### src/rtl/servo_pkg.sv
// Shared types and constants for the door servo PWM generator and its feedback monitor.
package servo_pkg;

  localparam int unsigned NOM_OPEN_CYC   = 32'd75_000;
  localparam int unsigned NOM_CLOSE_CYC  = 32'd170_000;
  localparam int unsigned NOM_PERIOD_CYC = 32'd1_000_000;

  typedef enum logic [1:0] {
    ST_IDLE = 2'd0,
    ST_HIGH = 2'd1,
    ST_LOW  = 2'd2
  } state_e;

  localparam logic [1:0] DOOR_UNKNOWN = 2'b00;
  localparam logic [1:0] DOOR_OPEN    = 2'b01;
  localparam logic [1:0] DOOR_CLOSED  = 2'b10;
  localparam logic [1:0] DOOR_BAD     = 2'b11;

endpackage

### src/rtl/servo_pwm_monitor_if.sv
// PWM line in, frame measurements and door classification out.
interface servo_pwm_monitor_if #(
  parameter int unsigned CNT_W = 21
);
  logic             pwm_in;
  logic [CNT_W-1:0] high_cycles;
  logic [CNT_W-1:0] period_cycles;
  logic             sample_valid;
  logic [1:0]       door_state;
  logic             door_changed;
  logic             signal_lost;

  modport master (
    output pwm_in,
    input  high_cycles, period_cycles, sample_valid, door_state, door_changed, signal_lost
  );

  modport slave (
    input  pwm_in,
    output high_cycles, period_cycles, sample_valid, door_state, door_changed, signal_lost
  );
endinterface

### src/rtl/sync_edge.sv
// Two-flop synchronizer followed by a delay flop for single-cycle edge strobes.
module sync_edge #(
  parameter logic RST_VAL = 1'b1
) (
  input  logic clk,
  input  logic rst,
  input  logic d_in,
  output logic level,
  output logic rise,
  output logic fall
);
  logic s1_q, s2_q, prev_q;
  logic s1_d, s2_d, prev_d;

  // Shift the asynchronous input down the synchronizer chain.
  always_comb begin
    s1_d   = d_in;
    s2_d   = s1_q;
    prev_d = s2_q;
  end

  // Synchronizer and delay registers.
  always_ff @(posedge clk or posedge rst) begin
    if (rst) begin
      s1_q   <= RST_VAL;
      s2_q   <= RST_VAL;
      prev_q <= RST_VAL;
    end else begin
      s1_q   <= s1_d;
      s2_q   <= s2_d;
      prev_q <= prev_d;
    end
  end

  assign level = s2_q;
  assign rise  = s2_q & ~prev_q;
  assign fall  = ~s2_q & prev_q;
endmodule

### src/rtl/servo_pwm_monitor.sv
// Measures high time and period of a servo PWM line, classifies each frame as
// door open / closed / out-of-range and flags a dead or stuck line.
module servo_pwm_monitor
  import servo_pkg::*;
#(
  parameter int unsigned CNT_W       = 21,
  parameter int unsigned PERIOD_MIN  = NOM_PERIOD_CYC - 32'd50_000,
  parameter int unsigned PERIOD_MAX  = NOM_PERIOD_CYC + 32'd50_000,
  parameter int unsigned OPEN_MIN    = NOM_OPEN_CYC - 32'd10_000,
  parameter int unsigned OPEN_MAX    = NOM_OPEN_CYC + 32'd10_000,
  parameter int unsigned CLOSE_MIN   = NOM_CLOSE_CYC - 32'd10_000,
  parameter int unsigned CLOSE_MAX   = NOM_CLOSE_CYC + 32'd10_000,
  parameter int unsigned TIMEOUT_CYC = 32'd1_200_000
) (
  input logic                clk,
  input logic                reset,
  servo_pwm_monitor_if.slave bus
);
  localparam logic [CNT_W-1:0] CNT_ZERO     = {CNT_W{1'b0}};
  localparam logic [CNT_W-1:0] CNT_ONE      = CNT_W'(32'd1);
  localparam logic [CNT_W-1:0] PER_MIN_C    = CNT_W'(PERIOD_MIN);
  localparam logic [CNT_W-1:0] PER_MAX_C    = CNT_W'(PERIOD_MAX);
  localparam logic [CNT_W-1:0] OPEN_MIN_C   = CNT_W'(OPEN_MIN);
  localparam logic [CNT_W-1:0] OPEN_MAX_C   = CNT_W'(OPEN_MAX);
  localparam logic [CNT_W-1:0] CLOSE_MIN_C  = CNT_W'(CLOSE_MIN);
  localparam logic [CNT_W-1:0] CLOSE_MAX_C  = CNT_W'(CLOSE_MAX);
  localparam logic [CNT_W-1:0] TIMEOUT_C    = CNT_W'(TIMEOUT_CYC);

  function automatic logic [1:0] classify(input logic [CNT_W-1:0] hi, input logic [CNT_W-1:0] per);
    logic [1:0] cls;
    if ((per < PER_MIN_C) || (per > PER_MAX_C)) begin
      cls = DOOR_BAD;
    end else if ((hi >= OPEN_MIN_C) && (hi <= OPEN_MAX_C)) begin
      cls = DOOR_OPEN;
    end else if ((hi >= CLOSE_MIN_C) && (hi <= CLOSE_MAX_C)) begin
      cls = DOOR_CLOSED;
    end else begin
      cls = DOOR_BAD;
    end
    return cls;
  endfunction

  logic pwm_level_unused_s;
  logic rise_s, fall_s;
  logic [1:0] cls_s;

  state_e           state_q, state_d;
  logic [CNT_W-1:0] cnt_q, cnt_d;
  logic [CNT_W-1:0] hi_lat_q, hi_lat_d;
  logic [CNT_W-1:0] high_cycles_q, high_cycles_d;
  logic [CNT_W-1:0] period_cycles_q, period_cycles_d;
  logic             sample_valid_q, sample_valid_d;
  logic [1:0]       door_state_q, door_state_d;
  logic             door_changed_q, door_changed_d;
  logic             signal_lost_q, signal_lost_d;

  // Reset high so a line that is already high at reset release gives no rise.
  sync_edge #(.RST_VAL(1'b1)) u_sync (
    .clk   (clk),
    .rst   (reset),
    .d_in  (bus.pwm_in),
    .level (pwm_level_unused_s),
    .rise  (rise_s),
    .fall  (fall_s)
  );

  assign cls_s = classify(hi_lat_q, cnt_q);

  // Frame measurement FSM; edges take priority over the timeout.
  always_comb begin
    state_d         = state_q;
    cnt_d           = cnt_q;
    hi_lat_d        = hi_lat_q;
    high_cycles_d   = high_cycles_q;
    period_cycles_d = period_cycles_q;
    sample_valid_d  = 1'b0;
    door_state_d    = door_state_q;
    door_changed_d  = 1'b0;
    signal_lost_d   = signal_lost_q;
    case (state_q)
      ST_IDLE: begin
        if (rise_s) begin
          cnt_d   = CNT_ONE;
          state_d = ST_HIGH;
        end else begin
          cnt_d   = CNT_ZERO;
        end
      end
      ST_HIGH: begin
        if (fall_s) begin
          hi_lat_d = cnt_q;
          cnt_d    = cnt_q + CNT_ONE;
          state_d  = ST_LOW;
        end else if (cnt_q == TIMEOUT_C) begin
          cnt_d         = CNT_ZERO;
          state_d       = ST_IDLE;
          signal_lost_d = 1'b1;
          door_state_d  = DOOR_UNKNOWN;
        end else begin
          cnt_d = cnt_q + CNT_ONE;
        end
      end
      ST_LOW: begin
        if (rise_s) begin
          high_cycles_d   = hi_lat_q;
          period_cycles_d = cnt_q;
          sample_valid_d  = 1'b1;
          door_state_d    = cls_s;
          door_changed_d  = ((door_state_q == DOOR_OPEN) && (cls_s == DOOR_CLOSED)) ||
                            ((door_state_q == DOOR_CLOSED) && (cls_s == DOOR_OPEN));
          signal_lost_d   = 1'b0;
          cnt_d           = CNT_ONE;
          state_d         = ST_HIGH;
        end else if (cnt_q == TIMEOUT_C) begin
          cnt_d         = CNT_ZERO;
          state_d       = ST_IDLE;
          signal_lost_d = 1'b1;
          door_state_d  = DOOR_UNKNOWN;
        end else begin
          cnt_d = cnt_q + CNT_ONE;
        end
      end
      default: begin
        cnt_d   = CNT_ZERO;
        state_d = ST_IDLE;
      end
    endcase
  end

  // State and output registers.
  always_ff @(posedge clk or posedge reset) begin
    if (reset) begin
      state_q         <= ST_IDLE;
      cnt_q           <= CNT_ZERO;
      hi_lat_q        <= CNT_ZERO;
      high_cycles_q   <= CNT_ZERO;
      period_cycles_q <= CNT_ZERO;
      sample_valid_q  <= 1'b0;
      door_state_q    <= DOOR_UNKNOWN;
      door_changed_q  <= 1'b0;
      signal_lost_q   <= 1'b0;
    end else begin
      state_q         <= state_d;
      cnt_q           <= cnt_d;
      hi_lat_q        <= hi_lat_d;
      high_cycles_q   <= high_cycles_d;
      period_cycles_q <= period_cycles_d;
      sample_valid_q  <= sample_valid_d;
      door_state_q    <= door_state_d;
      door_changed_q  <= door_changed_d;
      signal_lost_q   <= signal_lost_d;
    end
  end

  assign bus.high_cycles   = high_cycles_q;
  assign bus.period_cycles = period_cycles_q;
  assign bus.sample_valid  = sample_valid_q;
  assign bus.door_state    = door_state_q;
  assign bus.door_changed  = door_changed_q;
  assign bus.signal_lost   = signal_lost_q;
endmodule

### src/flat_wrapper.sv
// flat-port wrapper written by rule: the top's interface ports become plain ports
module servo_pwm_monitor_flat import servo_pkg::*;
#(
  parameter int unsigned CNT_W       = 21,
  parameter int unsigned PERIOD_MIN  = NOM_PERIOD_CYC - 32'd50_000,
  parameter int unsigned PERIOD_MAX  = NOM_PERIOD_CYC + 32'd50_000,
  parameter int unsigned OPEN_MIN    = NOM_OPEN_CYC - 32'd10_000,
  parameter int unsigned OPEN_MAX    = NOM_OPEN_CYC + 32'd10_000,
  parameter int unsigned CLOSE_MIN   = NOM_CLOSE_CYC - 32'd10_000,
  parameter int unsigned CLOSE_MAX   = NOM_CLOSE_CYC + 32'd10_000,
  parameter int unsigned TIMEOUT_CYC = 32'd1_200_000
)
  (clk, reset, bus_pwm_in, bus_high_cycles, bus_period_cycles, bus_sample_valid, bus_door_state, bus_door_changed, bus_signal_lost);
  servo_pwm_monitor_if #(.CNT_W(CNT_W)) bus_i ();
  input logic clk;
  input logic reset;
  input wire logic [$bits(bus_i.pwm_in)-1:0] bus_pwm_in;
  output wire logic [$bits(bus_i.high_cycles)-1:0] bus_high_cycles;
  output wire logic [$bits(bus_i.period_cycles)-1:0] bus_period_cycles;
  output wire logic [$bits(bus_i.sample_valid)-1:0] bus_sample_valid;
  output wire logic [$bits(bus_i.door_state)-1:0] bus_door_state;
  output wire logic [$bits(bus_i.door_changed)-1:0] bus_door_changed;
  output wire logic [$bits(bus_i.signal_lost)-1:0] bus_signal_lost;
  assign bus_i.pwm_in = bus_pwm_in;
  assign bus_high_cycles = bus_i.high_cycles;
  assign bus_period_cycles = bus_i.period_cycles;
  assign bus_sample_valid = bus_i.sample_valid;
  assign bus_door_state = bus_i.door_state;
  assign bus_door_changed = bus_i.door_changed;
  assign bus_signal_lost = bus_i.signal_lost;
  servo_pwm_monitor #(.CNT_W(CNT_W), .PERIOD_MIN(PERIOD_MIN), .PERIOD_MAX(PERIOD_MAX), .OPEN_MIN(OPEN_MIN), .OPEN_MAX(OPEN_MAX), .CLOSE_MIN(CLOSE_MIN), .CLOSE_MAX(CLOSE_MAX), .TIMEOUT_CYC(TIMEOUT_CYC)) u_core (.clk(clk), .reset(reset), .bus(bus_i));
endmodule
### config.mk
export PLATFORM = sky130hd
export DESIGN_NAME = servo_pwm_monitor_flat
export DESIGN_NICKNAME = d
export VERILOG_FILES = /design/src/rtl/servo_pkg.sv /design/src/rtl/servo_pwm_monitor_if.sv /design/src/rtl/sync_edge.sv /design/src/rtl/servo_pwm_monitor.sv /design/src/flat_wrapper.sv
export SDC_FILE = /design/constraint.sdc
export NUM_CORES = 1
export LEC_CHECK = 0
export CAP_MARGIN = 15
export CORE_ASPECT_RATIO = 0.9
export CORE_MARGIN = 2
export CORE_UTILIZATION = 60
export DETAILED_ROUTE_END_ITERATION = 8
export DONT_BUFFER_PORTS = 1
export GPL_TIMING_DRIVEN = 0
export PLACE_DENSITY = 0.76
export REMOVE_ABC_BUFFERS = 1
export SETUP_SLACK_MARGIN = 0.02
export SLEW_MARGIN = 20
export SYNTH_ARGS = -nofsm -noshare
export SYNTH_HDL_FRONTEND = slang
export SYNTH_SLANG_ARGS = --single-unit
export TNS_END_PERCENT = 5
### constraint.sdc
create_clock -name clk -period 4.4 [get_ports clk]
set_clock_uncertainty 0.15 [all_clocks]
set_input_delay 0.88 -clock clk [delete_from_list [all_inputs] [get_ports clk]]
set_output_delay 0.88 -clock clk [all_outputs]
set_load 0.05 [all_outputs]
---- Word-level counts from Yosys, hierarchy flattened ----
Cells that the tools add are included.
word-level totals
  memories kept ........................... 0
  ROM bits ................................ 0
  bits in writable memories ............... 0
  bits in latches ......................... 0
  flip-flop bits (word level) ............. 94
operators by class
  divide/modulo/power cells ............... 0
  muxes and demuxes ....................... 25
  order comparisons ....................... 6
  multipliers ............................. 0
  bitwise operators ....................... 4
  add/subtract/negate cells ............... 1
  reductions and logical operators ........ 11
  eq/ne operators ......................... 9
  shifts and indexed selects .............. 0
operators with widths
  kind                   count
  $mux 21                3
  $pmux 21 s3            1
  $add 21x1->21 const B  1
  $eq 21x21->1 const B   1
  $ge 21x16->1 const B   1
  $ge 21x18->1 const B   1
  $gt 21x21->1 const B   1
  $le 21x17->1 const B   1
  $le 21x18->1 const B   1
  $lt 21x20->1 const B   1
  $mux 2                 9
  $mux 1                 9
  $eq 2x1->1 const B     3
  $eq 2x2->1 const B     3
  $pmux 2 s3             1
  $reduce_and 2->1       3
  $logic_and 1x1->1      4
  $pmux 2 s2             1
  $and 1x1->1            2
  $logic_not 2->1        1
  $logic_or 1x1->1       2
  $ne 2x1->1 const B     1
  $ne 2x2->1 const B     1
  $not 1->1              2
  2 further kinds        2

---- Logic depth before layout (Yosys ltp) ----
Gate-level depths: netlist of run 1.
  depth in word-level cells ............... 10
  gate-level depth with buffers ........... 8

---- Hierarchy ----
A second synthesis of run 1 with hierarchy kept.
second synthesis, totals
  cells, all modules ...................... 339
  area total of the unflattened synthesis .. 4088.9 sq um
modules (own cells, without submodules)
  module             seq. area each (sq um)  instances  area an instance (sq um)  cells an instance
  servo_pwm_monitor  2277.2                  1          3991.3                    333
  sync_edge          78.8                    1          97.6                      6

---- Least setup slack after synthesis of run 1 ----
OpenSTA, ideal clock, no wires.
  path kind ............................... flip-flop to flip-flop
  start point ............................. register u_core.cnt_q[15]
  end point ............................... register u_core.cnt_q[9]
  setup time .............................. 0.119 ns
  slack ................................... 2.332 ns
  stages on the path, launching flop included .. 8
  data required time ...................... 4.131 ns
  period minus slack after synthesis ...... 2.068 ns
  arrival ................................. 1.800 ns
  buffers on the path ..................... 2
  cell sequence ........................... dfrtp_1 -> buf_6 -> or4b_4 -> nor4_4 -> nand2_1 -> a21oi_2 -> buf_6 -> nor2_1
on the way
  cells in the longest elaborated chain, start to end .. 4
  elaborated cells on any way between the ends .. 5
  those cells by class .................... 1 x eq/ne; 4 x mux
ends and longest elaborated chain
  element                            RTL line                                           RTL
  start: declaration                 servo_pwm_monitor.sv:48                            logic [CNT_W-1:0] cnt_q, cnt_d;
  start signal: assignment           servo_pwm_monitor.sv:144                           cnt_q <= cnt_d;
  $eq 21x21->1 (*)                   servo_pwm_monitor.sv:94, servo_pwm_monitor.sv:114
  $mux 21 (*)                        servo_pwm_monitor.sv:94, servo_pwm_monitor.sv:114
  $mux 21, on equally long branches  servo_pwm_monitor.sv:104, servo_pwm_monitor.sv:90
  $pmux 21 s3 (*)                    servo_pwm_monitor.sv:80                            case (state_q)
  net u_core.cnt_d[9]                servo_pwm_monitor.sv:48
The timed path passes the listed nets; every way through them passes the cells marked *.
A chain may end at the register's enable or synchronous reset.

---- Worst setup path after layout of run 1 ----
  start point ............................. register u_core.cnt_q[0]
  end point ............................... register u_core.cnt_q[20]
on the way
  cells in the longest elaborated chain, start to end .. 4
  elaborated cells on any way between the ends .. 6
  those cells by class .................... 1 x add/sub; 1 x eq/ne; 4 x mux
ends and longest elaborated chain
  element                                        RTL line
  $add 21x1->21 or $eq 21x21->1 (tied branches)  --
  $mux 21                                        servo_pwm_monitor.sv:94, servo_pwm_monitor.sv:114
  $mux 21, on equally long branches              servo_pwm_monitor.sv:104, servo_pwm_monitor.sv:90
  $pmux 21 s3 (*)                                servo_pwm_monitor.sv:80
  net u_core.cnt_d[20]                           servo_pwm_monitor.sv:48
Marks and branches as above.

==> impl_metrics.json, run 1 <==
{
  "p_sw_frac": 0.297,
  "dp_slack_ns": 1.68,
  "clock_sink_count": 94,
  "synth_area_um2": 4160,
  "r2r_setup_slack_ns": 1.60,
  "r2r_start": "u_core.cnt_q[0]$_DFF_PP0_",
  "ys_seq_area_frac": 0.566,
  "numPortBuffers": 0,
  "wl_per_cell_um": 18.6,
  "synth_flop_cell": "dfrtp_1",
  "ir_drop_v": 0.000225,
  "grt_remaining_overflow": 0,
  "dr.pass1.iters": 4,
  "wl_um": 8090,
  "syn-instance-count": 346,
  "numCtsBuffers": 9,
  "grt_antenna_before_repair": 0,
  "grt_pass1_vias": 2630,
  "num_vias": 2612,
  "synthArstFlopShare": 1.00,
  "timing.final.ws_setup_ns": 1.60,
  "reg2reg_depth": 7,
  "pwr-share-seq": 0.566,
  "comb_power_share": 0.106,
  "crit_path_start": "u_core.cnt_q[0]$_DFF_PP0_",
  "relSlewSlack": 0.341,
  "max_freq_mhz": 358,
  "synth.distinct_cells": 45,
  "ios": 50,
  "cts_root_buffer": "clkbuf_8",
  "cp-start-kind": "flip-flop",
  "setup_tns_ns": 0,
  "end_kind": "flip-flop",
  "p_total_mw": 1.91,
  "synth-edff-count": 0,
  "cts.htree.levels": 3,
  "worstMarginPinSlew_ns": 0.981,
  "r2r-end": "u_core.cnt_q[20]$_DFF_PP0_",
  "critical_path_peak_fanout": 20,
  "clk_latency_ns": 0.36,
  "rsz0062_at_grt": "no",
  "top_layer": "met4",
  "cts_setup_buffers": 0,
  "synth-seq-cells": 94,
  "die_h_um": 83.0,
  "drt.antenna.violating_nets": 0,
  "power_switching_uw": 568,
  "p_per_area_nw_per_um2": 426,
  "area_growth_pct": 7.73,
  "p_leak_nw": 2.04,
  "drive_above_1_share": 0.252,
  "ys_warn_count": 0,
  "gr-usage-all-layers": 0.231,
  "internal-power_mw": 1.34,
  "finalCriticalPeriod_ns": 2.80,
  "cp_data_arrival_time_ns": 2.85,
  "first_iter_violations": 250,
  "grt_pass1_wl_um": 13600,
  "required_ns": 4.45,
  "ctsResizeCount": 0,
  "slew_violations": 0,
  "initial_core_util": 0.625,
  "drc": 0,
  "grt_max_degree": 68,
  "ctsLongestPathBuffers": 2,
  "status": "finished clean",
  "place_hpwl_um": 5510,
  "wl_met1_um": 3640,
  "clkTransAtPathRegs_ns": 0.08,
  "drv_cap": 0,
  "met3_length_um": 621,
  "viasPerCell": 6.00,
  "setup.worst_path.end": "u_core.cnt_q[20]$_DFF_PP0_",
  "die_area_um2": 7620,
  "p_clk_frac": 0.328,
  "diodes": 0,
  "coreArea_um2": 6660,
  "wl_met2_um": 3740,
  "timing.final.hold_violations": 0,
  "finalSetupViolCount": 0,
  "fin_crit_sh": 0.635,
  "cts_hold_buf": 0,
  "place_congestion": 0.871,
  "cts_tree": "built",
  "syn_area_per_cell_um2": 12.0,
  "die_w_um": 91.8,
  "critical_path_class": "reg -> reg",
  "fin_nets": 347,
  "hold_class": "in -> async",
  "rows": 28
}
==> kinds of logic after synthesis <==
family                     Yosys count  share of synthesized area
xor gates and xnor gates            19                     0.0400
AOI/OAI and AO/OA                   37                     0.0580
DFF                                 94                      0.566
buffers and inverters               28                     0.0322
and+or+nand+nor                    107                      0.138
adders and majority gates            2                    0.00601
muxes                               59                      0.160
==> worst max-delay path, stage by stage (launching register included) <==
cell and delay (ns):
dfrtp_1 0.44, inv_1 0.10, ha_1 0.14, or3b_2 0.49
nor3_1 0.28, nand2_1 0.12, a21oi_2 0.76, nor2_1 0.15
==> final cells by class <==
| type | instances | area, um2 |
|---|---|---|
| clock buffers | 11 | 151 |
| repair buffers | 3 | 70.1 |
| multi-input cells | 224 | 1680 |
| fillers | 472 | 2170 |
| well taps | 90 | 113 |
| flip-flops and latches | 94 | 2360 |
| inverters | 10 | 42.5 |
| clock inverters | 3 | 68.8 |
==> worst min path at each step <==
| stage | endpoint | slack [ns] | depth (start not counted) |
|---|---|---|---|
| 2_1_floorplan | u_core.u_sync.level$_DFF_PP1_ | 0.20 | 0 |
| 4_1_cts | u_core.bus.high_cycles[2]$_DFFE_PP0P_ | 0.17 | 1 |
| 6_report | u_core.bus.period_cycles[1]$_DFFE_PP0P_ | 0.18 | 1 |
| 5_1_grt | u_core.bus.high_cycles[2]$_DFFE_PP0P_ | 0.17 | 1 |
| 3_3_place_gp | u_core.u_sync.level$_DFF_PP1_ | 0.20 | 0 |
| 3_5_place_dp | u_core.u_sync.level$_DFF_PP1_ | 0.20 | 0 |
==> sequential cells by signal (all words and copies together) (netlist names) <==
name	flops
u_core.bus.door_state	2
u_core.state_q	2
u_core.bus.signal_lost	1
u_core.bus.period_cycles	21
u_core.bus.high_cycles	21
u_core.cnt_q	21
u_core.u_sync.prev_q	1
u_core.u_sync.level	1
u_core.bus.sample_valid	1
u_core.hi_lat_q	21
u_core.u_sync.s1_q	1
u_core.bus.door_changed	1
==> synthesized netlist by cell type, types with 5 or more instances <==
cell type	instances	share of area
xor2_1	14	0.029
dfrtp_1	91	0.55
a21oi_1	8	0.0096
nor4_1	5	0.0075
nand2_1	14	0.013
inv_1	10	0.0090
xnor2_1	5	0.011
o21ai_0	11	0.013
clkbuf_1	12	0.011
nor3_1	11	0.013
nor2_1	29	0.026
mux2_2	59	0.16
nand3_1	16	0.019
nand2b_1	6	0.0090
nand4_1	7	0.011
==> cells in the final DEF, fill, tap and decap left out, drive strengths merged, types with 5 or more instances in the layout <==
cell type / count
dfrtp: 91
mux2: 59
nor2: 29
nand3: 16
nand2: 14
xor2: 14
nor3: 11
o21ai: 11
clkbuf: 11
inv: 10
a21oi: 9
nand4: 7
nand2b: 6
nor4: 6
xnor2: 5
==> per-stage QoR <==
step / std cells / hold WS (ns) / area, um2 / utilization
2_1_floorplan: 328 / 0.195 / 4060 / -
3_3_place_gp: 418 / 0.197 / 4180 / 0.627
3_5_place_dp: 421 / 0.197 / 4260 / 0.640
4_1_cts: 435 / 0.171 / 4480 / 0.673
5_1_grt: 435 / 0.172 / 4480 / 0.673
6_report: 435 / 0.176 / 4480 / 0.673
==> routing by layer <==
layer,track usage,vias up
met3,0.0717,6
met2,0.348,100
li1,-,1207
met5,0,-
met1,0.328,1299
met4,0.0611,0
==> power by group through the flow <==
stage | logic (mW) | registers, mW | clock network, mW
3_3_place_gp | 0.185 | 1.10 | 0
6_report | 0.202 | 1.08 | 0.626
2_1_floorplan | 0.151 | 1.08 | 0
4_1_cts | 0.204 | 1.08 | 0.640
3_5_place_dp | 0.202 | 1.10 | 0
5_1_grt | 0.225 | 1.09 | 0.678
(Power assumes the default switching activity.)
==> run 2: changes to the inputs <==
==> constraint.sdc (replaced) <==
create_clock -name clk -period 2.7 [get_ports clk]
set_clock_uncertainty 0.15 [all_clocks]
set_input_delay 0.54 -clock clk [delete_from_list [all_inputs] [get_ports clk]]
set_output_delay 0.54 -clock clk [all_outputs]
set_load 0.05 [all_outputs]
==> run 2 against run 1 <==
Combinational power is 77% higher. Highest routed layer unchanged. Worst hold slack improved by 0.032 ns. Flip-flop and latch count is the same. Maximum frequency rose by 9.2%. Non-clock buffer count up 2. Critical path type unchanged. Sequential power up 63%. Critical endpoint is now u_core.cnt_q[12]$_DFF_PP0_. Global-route usage hardly changed. Utilization rose by 0.55 points.
==> impl_metrics.json, run 2 (synthesized netlist as in run 1, its figures left out) <==
{
  "place_hpwl_um": 5510,
  "grt_remaining_overflow": 0,
  "fin_crit_sh": 0.948,
  "critical_path_class": "reg -> reg",
  "cts_tree": "built",
  "die_area_um2": 7620,
  "num_vias": 2665,
  "max_freq_mhz": 391,
  "num-fill-cells": 469,
  "power_switching_uw": 946,
  "initial_core_util": 0.625,
  "place_congestion": 0.871,
  "worst_path_max_delay_cell": "or4b_4",
  "pwr-share-seq": 0.561,
  "end_kind": "flip-flop",
  "slowest_delay_ns": 0.60,
  "p_sw_frac": 0.301,
  "ir_drop_v": 0.000364,
  "clkTransAtPathRegs_ns": 0.08,
  "r2r_setup_slack_ns": 0.14,
  "die_h_um": 83.0,
  "grt_max_degree": 68,
  "wl_per_cell_um": 19.0,
  "grt_antenna_before_repair": 0,
  "drive_above_1_share": 0.253,
  "drv_cap": 0,
  "clk_latency_ns": 0.36,
  "internal-power_mw": 2.20,
  "r2r_start": "u_core.cnt_q[15]$_DFF_PP0_",
  "final_common_cell": "dfrtp_1",
  "worstMarginPinSlew_ns": 1.01,
  "gr-usage-all-layers": 0.231,
  "dr.pass1.iters": 4,
  "numPortBuffers": 0,
  "finalCriticalPeriod_ns": 2.56,
  "area_growth_pct": 8.60,
  "ios": 50,
  "fin_nets": 350,
  "p_leak_nw": 2.06,
  "placed_area_um2": 4260,
  "cts_root_buffer": "clkbuf_8",
  "hold-path-cell-count": 0,
  "finalSetupViolCount": 0,
  "ctsLongestPathBuffers": 2,
  "relSlewSlack": 0.320,
  "numCtsBuffers": 9,
  "p_clk_frac": 0.325,
  "rsz0062_at_grt": "no",
  "p_per_area_nw_per_um2": 696,
  "diodes": 0,
  "reg2reg_depth": 5,
  "dp_slack_ns": -0.0248,
  "timing.final.hold_violations": 0,
  "cts.htree.levels": 3,
  "cp_cell_sequence": "or4b_4, nor4_4, nand2_1, a21oi_2, nor2_1",
  "drc": 0,
  "comb_power_share": 0.114,
  "timing.final.ws_setup_ns": 0.140,
  "coreArea_um2": 6660,
  "cp-start-kind": "flip-flop",
  "min_to": "u_core.u_sync.level$_DFF_PP1_",
  "critical_path_peak_fanout": 10,
  "viasPerCell": 6.08,
  "hold_start": "u_core.u_sync.s1_q$_DFF_PP1_",
  "die_w_um": 91.8,
  "rows": 28,
  "cts_setup_buffers": 0,
  "cp_data_arrival_time_ns": 2.64,
  "design_area_um2": 4520,
  "slew_violations": 0,
  "hold_class": "reg -> reg",
  "grt_pass1_wl_um": 13600,
  "drt.antenna.violating_nets": 0,
  "first_iter_violations": 201,
  "grt_pass1_vias": 2636,
  "wl_um": 8320,
  "final_cell_mix": "dfrtp_1, mux2_2, nor2_1, nand3_1",
  "status": "finished clean",
  "r2r-end": "u_core.cnt_q[12]$_DFF_PP0_",
  "clock_sink_count": 94,
  "required_ns": 2.78
}
[run 2: cell count changes in the layout (fill, tap and decap cells not counted)]
cell | previous run | this run
dlygate4sd3_1 | 0 | 2
a21oi_4 | 0 | 1
[run 2: repair_timing]
action	4_1_cts	5_1_grt
setup endpoints to repair	20	1
endpoints found under the hold margin	24	1
gates cloned	0	1
pin swaps	0	1
hold buffers	1	1
gates resized for setup	1	0
[run 2: layout make-up]
cell class | count | area [um2] | area share
multi-input combinational | 225 | 1700 | 0.376
inverter | 10 | 42.5 | 0.00942
timing repair buffer | 5 | 90.1 | 0.0199
sequential | 94 | 2360 | 0.521
clock inverter | 3 | 68.8 | 0.0152
clock buffer | 11 | 151 | 0.0335
tap | 90 | 113 | 0.0249
[run 2: power groups by stage]
stage          combinational [mW]  sequential, mW  clock (mW)
2_1_floorplan               0.247            1.76           0
6_report                    0.358            1.76        1.02
3_5_place_dp                0.329            1.79           0
4_1_cts                     0.342            1.76        1.04
5_1_grt                     0.393            1.78        1.10
3_3_place_gp                0.301            1.79           0
[run 2: per-stage QoR]
stage,utilization,power (mW),hold slack (ns),TNS [ns],std cells
global route,0.679,3.27,0.217,0,438
CTS,0.676,3.15,0.00177,0,436
finish,0.679,3.14,0.208,0,438
global placement,0.627,2.09,0.197,-192.88,418
floorplan,-,2.01,0.195,-62.42,328
detailed placement,0.640,2.12,0.197,-0.0556,421
[run 2: worst max-delay path by stage]
stage | from | to | cells past startpoint | slack [ns]
global route | u_core.cnt_q[0]$_DFF_PP0_ | u_core.cnt_q[18]$_DFF_PP0_ | 7 | 0.07
CTS | u_core.cnt_q[15]$_DFF_PP0_ | u_core.cnt_q[20]$_DFF_PP0_ | 5 | 0.22
floorplan | u_core.u_sync.level$_DFF_PP1_ | u_core.bus.high_cycles[17]$_DFFE_PP0P_ | 5 | -0.62
finish | u_core.cnt_q[15]$_DFF_PP0_ | u_core.cnt_q[12]$_DFF_PP0_ | 5 | 0.14
detailed placement | u_core.cnt_q[15]$_DFF_PP0_ | u_core.cnt_q[3]$_DFF_PP0_ | 5 | -0.02
global placement | u_core.u_sync.level$_DFF_PP1_ | u_core.bus.high_cycles[17]$_DFFE_PP0P_ | 5 | -1.70
[run 2: layer usage]
layer,track usage,part of all wire,vias up
li1,-,-,1220
met1,0.329,0.46,1338
met2,0.348,0.46,99
met3,0.0717,0.071,8
met4,0.0611,0.0090,0
met5,0,0,-
[run 2: worst max-delay path: cells and delay by family (launching register included)]
family / cells / cell delay [ns]
AOI/OAI and AO/OA: 1 / 0.50
and+or+nand+nor: 4 / 1.30
DFF: 1 / 0.49
==> run 3: changes to the inputs <==
--- a/config.mk
+++ b/config.mk
@@ -9,6 +9,7 @@
 export CORE_ASPECT_RATIO = 0.9
 export CORE_MARGIN = 2
 export CORE_UTILIZATION = 60
+export CTS_CLUSTER_DIAMETER = 60
 export DETAILED_ROUTE_END_ITERATION = 8
 export DONT_BUFFER_PORTS = 1
 export GPL_TIMING_DRIVEN = 0
==> results of run 3 <==
The final DEF is identical to that of run 2; final timing and power are the same.
==> RTL change 1 (flow settings as in run 1) <==
Encoding of `state_e`: now one-hot (3 bits for 3 states).
--- a/src/rtl/servo_pkg.sv
+++ b/src/rtl/servo_pkg.sv
@@ -7,6 +7,6 @@
 
-  typedef enum logic [1:0] {
-    ST_IDLE = 2'd0,
-    ST_HIGH = 2'd1,
-    ST_LOW  = 2'd2
+  typedef enum logic [2:0] {
+    ST_IDLE = 3'b001,
+    ST_HIGH = 3'b010,
+    ST_LOW  = 3'b100
   } state_e;
Formal check against the unedited RTL: same outputs for any inputs over 10 cycles, from zero or initial values and one cycle with reset high; not proved beyond that.
==> RTL change 1 against run 1 <==
- worst setup slack better by 0.18 ns
- routed wire length up 7.3%
- sequential cell count up 1
- final area up 1.5%
- die area up 2.5%
- hold slack better by 0.045 ns
- synthesized area up 2.6%
- global-route usage up 0.91 points
- critical path type unchanged
Power is not compared: it rests on default switching activity, and its combinational part moved more than twofold at a synthesized area within 25%.
==> RTL change 1: results (changes against run 1) <==
* Result of the run: completed
* Share of layout cells above drive strength 1 at 0.129 (-0.123)
* CTS max path bufs at 2 (unchanged)
* Yosys cell types at 53 (+18%)
* Gpl congestion at 0.842 (-3.3%)
* Hold Crit Depth at 0
* CP max FO at 20 (unchanged)
* Tightest Hold Check Type: flip-flop to flip-flop
* Vias per cell at 5.82 (-3.1%)
* Post-synth top cells: 123 x nand2_1, 91 x dfrtp_1, 32 x nor2_1
* Pre-Repair DR Iteration Count at 4 (unchanged)
* Total GRT Usage at 0.240 (+0.00914)
* H-tree levels at 3 (unchanged)
* Worst R2R Start: u_core.cnt_q[0]
* Post-CTS sizing at 0 (unchanged)
* Reg2Reg Depth at 7 (unchanged)
* Worst vdd ir at ~190 uV
* Measured slew at the worst slew-check pin at 0.866 ns (-0.115 ns)
* CTS buffer count at 9 (unchanged)
* Routed length per instance at 16.8 um (-9.9%)
* GR Util met3 at 0.0668 (-0.00484)
* Number of global-route vias before repair at 3010 (+14%)
* GRT met1 Usage at 0.314 (-0.0140)
* Worst Min Path Start: u_core.u_sync.s1_q
* Grt met2 use at 0.383 (+0.0345)
* Reg2reg setup slack at 1.78 ns (+0.18 ns)
* Area contributors post-synth: dfrtp_1 53%, nand2_1 11%, mux2_2 5.3%, nor2_1 2.8%, dfstp_2 2.5%
* # nets final at 425 (+22%)
* Hold EP: u_core.u_sync.level
* Clock insertion delay at the later pin of the skew report at 0.36 ns (about the same)
* Setup WS pre-CTS at 1.83 ns (+0.158 ns)
* Root Driver: clkbuf_8
* PortBufs at 0 (unchanged)
* End of the worst register-to-register path: u_core.cnt_q[14]
* Leak at between 2 and 2.5 nW
* Final number of max-transition violations at 0 (unchanged)
* ANT cells at 0 (unchanged)
* Setup Buffers After CTS at 0 (unchanged)
* Clock-pin slew on the worst setup and hold paths at 0.09 ns
* Largest net degree at the start of global routing at 59 (-13%)
* DRT iter0 DRCs at 204 (-18%)
* Synthesis Warnings at 0 (unchanged)
* Critical path arrival at 2.68 ns (-0.17 ns)
* Global-route wire length before repair at 14600 um (+7.4%)
* Seq/Total Area, Yosys at 0.558 (-0.00812)
* Asr flop ratio synth at 1.00 (unchanged)
* Post-DP HPWL at 5970 um (+8.4%)
* Initial antenna violation count at 0 (unchanged)
* Ys flop type: dfrtp_1
-- RTL change 1: where the power goes --
part,leakage [nW],internal (mW),total [mW],switching (mW)
registers,1.31,0.881,0.894,0.0124
logic,0.720,0.0143,0.0460,0.0317
clock network,0.0997,0.279,0.576,0.297
-- RTL change 1: cell type report --
class	count	area, um^2
fill	592	2420
timing repair buffer	3	70.1
sequential	95	2380
clock buffer	11	141
multi-input combinational	299	1730
clock inverter	5	56.3
inverter	12	47.5
tap	93	116
-- RTL change 1: worst max-delay path, stage by stage, from the launching register on --
cell and delay (ns):
dfrtp_1 0.44, inv_1 0.11, ha_1 0.16, nand4bb_1 0.12, nand4bb_1 0.33, o31ai_1 0.43, a21o_1 0.60, nor3_1 0.13
-- RTL change 1: stage by stage --
step,hold WS (ns),instance area (um^2),cells
finish,0.221,4550,518
global route,0.233,4550,518
CTS,0.224,4550,518
detailed placement,0.198,4350,502
global placement,0.196,4270,499
floorplan,0.195,4160,406
-- RTL change 1: kinds of logic after synthesis --
group | Yosys count | synth area share
adder cells (fa/ha/maj) | 2 | 0.00586
AO/OA/AOI/OAI | 41 | 0.0707
multiplexers | 20 | 0.0528
AND/OR/NAND/NOR | 217 | 0.237
flip-flops | 95 | 0.558
XOR/XNOR | 19 | 0.0390
buffers and inverters | 35 | 0.0366
-- RTL change 1: worst max-delay path by stage --
| stage | start | endpoint | slack (ns) |
|---|---|---|---|
| CTS | u_core.cnt_q[0] | u_core.cnt_q[14] | 1.82 |
| floorplan | reset | u_core.bus.door_changed | 0.90 |
| global placement | reset | u_core.bus.period_cycles[18] | 0.05 |
| detailed placement | u_core.cnt_q[0] | u_core.cnt_q[18] | 1.83 |
| global route | u_core.cnt_q[0] | u_core.cnt_q[14] | 1.63 |
| finish | u_core.cnt_q[0] | u_core.cnt_q[14] | 1.78 |
-- RTL change 1: per-layer routing --
layer	wire [um]	share of wire	vias up
li1	-	-	1425
met1	3870	0.45	1491
met2	4110	0.47	85
met3	531	0.061	14
met4	172	0.020	0
met5	0	0	-
==> RTL change 2 (config.mk and constraints of run 1) <==
Made on the original files. `RST_VAL` is set to 1'b1 in 2 places; all go to 1'b0.
--- a/src/rtl/sync_edge.sv
+++ b/src/rtl/sync_edge.sv
@@ -2,3 +2,3 @@
 module sync_edge #(
-  parameter logic RST_VAL = 1'b1
+  parameter logic RST_VAL = 1'b0
 ) (
--- a/src/rtl/servo_pwm_monitor.sv
+++ b/src/rtl/servo_pwm_monitor.sv
@@ -57,3 +57,3 @@
   // Reset high so a line that is already high at reset release gives no rise.
-  sync_edge #(.RST_VAL(1'b1)) u_sync (
+  sync_edge #(.RST_VAL(1'b0)) u_sync (
     .clk   (clk),
Check against the original RTL: not equivalent (Yosys sat finds a counterexample within 10 cycles, from zero or initial values and one cycle with reset high).
==> RTL change 2 against run 1 <==
- routed wire length rose by 0.87%
- sequential cell count unchanged
- worst setup slack got worse by 0.093 ns
- via count grew 4.0%
- final area is 0.25% higher
- total power grew 3.2%
- synthesized area barely moved
- largest cell class unchanged
==> RTL change 2: results (changes against run 1) <==
* Result of the run: completed
* FMAX at 0.346 GHz (-3.2%)
* Post-CTS sizing at 0 (unchanged)
* Crit path to: u_core.cnt_q[11]
* Number of global-route vias before repair at 2752 (+4.6%)
* Worst vdd ir at 238 uV (+6.0%)
* Asr flop ratio synth at 1.00 (unchanged)
* Pre-Repair DR Iteration Count at 4 (unchanged)
* Leak at 2.05 nW (+0.29%)
* Syn_area_per_cell at 12.0 um^2 (about the same)
* Root Driver: clkbuf_8
* Grt peak-use layer: met2
* DRT iter0 DRCs at 225 (-10%)
* DR vias at 2717 (+4.0%)
* Reg2Reg Depth at 7 (unchanged)
* M1 wire length at 3700 um (+1.6%)
* Critical Path Start Type: flip-flop
* Share of layout cells above drive strength 1 at 0.248 (-0.00434)
* Routed wl met3 at 523 um (-16%)
* Post-synth top cells: 94 x dfrtp_1, 59 x mux2_2, 29 x nor2_1
* Critical path arrival at 2.94 ns (+0.09 ns)
* Vias per cell at 6.22 (+3.5%)
* Reg2reg setup slack at 1.51 ns (-0.09 ns)
* Gpl congestion at 0.805 (-7.5%)
* Wire length on met2 at 3790 um (+1.5%)
* Worst R2R Start: u_core.cnt_q[1]
* Routed length per instance at 18.7 um (+0.40%)
* Global-route wire length before repair at 13800 um (+1.5%)
* Relative slew slack at 0.368 (+0.0267)
* # fillers at 499 (+5.7%)
* Setup WS pre-CTS at 1.61 ns (-0.0602 ns)
* H-tree levels at 3 (unchanged)
* Largest net degree at the start of global routing at 59 (-13%)
* Total GRT Usage at 0.230 (-0.000634)
* Yosys cell types at 44 (-2.2%)
* Top delay family on crit path: simple AND/OR/NAND/NOR gates
* DR top layer: met4
* GR Util met3 at 0.0753 (+0.00363)
* Placed instance area at 0.00425 mm^2 (-0.32%)
* # nets final at 347 (unchanged)
* GRT met1 Usage at 0.329 (+0.00103)
* Post-DP HPWL at 5630 um (+2.3%)
* Worst path max stage delay at 0.78 ns (+0.02 ns)
* Area contributors post-synth: dfrtp_1 57%, mux2_2 16%, xor2_1 3.0%, nor2_1 2.6%, nand3_1 1.9%
* Seq/Total Area, Yosys at 0.566 (about the same)
* Clock-pin slew on the worst setup and hold paths at 0.09 ns
* Tightest Hold Check Type: flip-flop to flip-flop
* Grt met2 use at 0.333 (-0.0154)
## RTL change 2: changes by cell type after synthesis
cell / change
dfrtp_1: +3
dfstp_2: -3
## RTL change 2: cell families after synthesis
| group | after synthesis | share of synthesized area |
|---|---|---|
| multiplexers | 59 | 0.160 |
| XOR/XNOR | 19 | 0.0400 |
| adder cells (fa/ha/maj) | 2 | 0.00602 |
| AO/OA/AOI/OAI | 37 | 0.0581 |
| buffers and inverters | 28 | 0.0322 |
| flip-flops | 94 | 0.566 |
| AND/OR/NAND/NOR | 107 | 0.138 |
## RTL change 2: worst min path at each step
stage	slack [ns]	start	depth (start not counted)	end
floorplan	0.18	u_core.u_sync.s1_q	0	u_core.u_sync.level
global placement	0.18	u_core.u_sync.s1_q	0	u_core.u_sync.level
detailed placement	0.19	u_core.u_sync.s1_q	0	u_core.u_sync.level
CTS	0.21	u_core.u_sync.s1_q	0	u_core.u_sync.level
global route	0.21	u_core.u_sync.s1_q	0	u_core.u_sync.level
finish	0.21	u_core.u_sync.s1_q	0	u_core.u_sync.level
## RTL change 2: report_power, final
| part | internal, mW | leakage [nW] | switching (mW) | total, mW |
|---|---|---|---|---|
| clock network | 0.380 | 0.117 | 0.304 | 0.684 |
| logic | 0.0791 | 0.641 | 0.124 | 0.204 |
| registers | 0.916 | 1.29 | 0.167 | 1.08 |
## RTL change 2: cell type report
| type | instances | area, um^2 | share of cell area |
|---|---|---|---|
| flip-flops and latches | 94 | 2350 | 0.524 |
| multi-input cells | 224 | 1680 | 0.374 |
| clock buffers | 9 | 124 | 0.0276 |
| clock inverters | 7 | 121 | 0.0270 |
| well taps | 90 | 113 | 0.0251 |
| repair buffers | 3 | 62.6 | 0.0139 |
| inverters | 10 | 40.0 | 0.00891 |
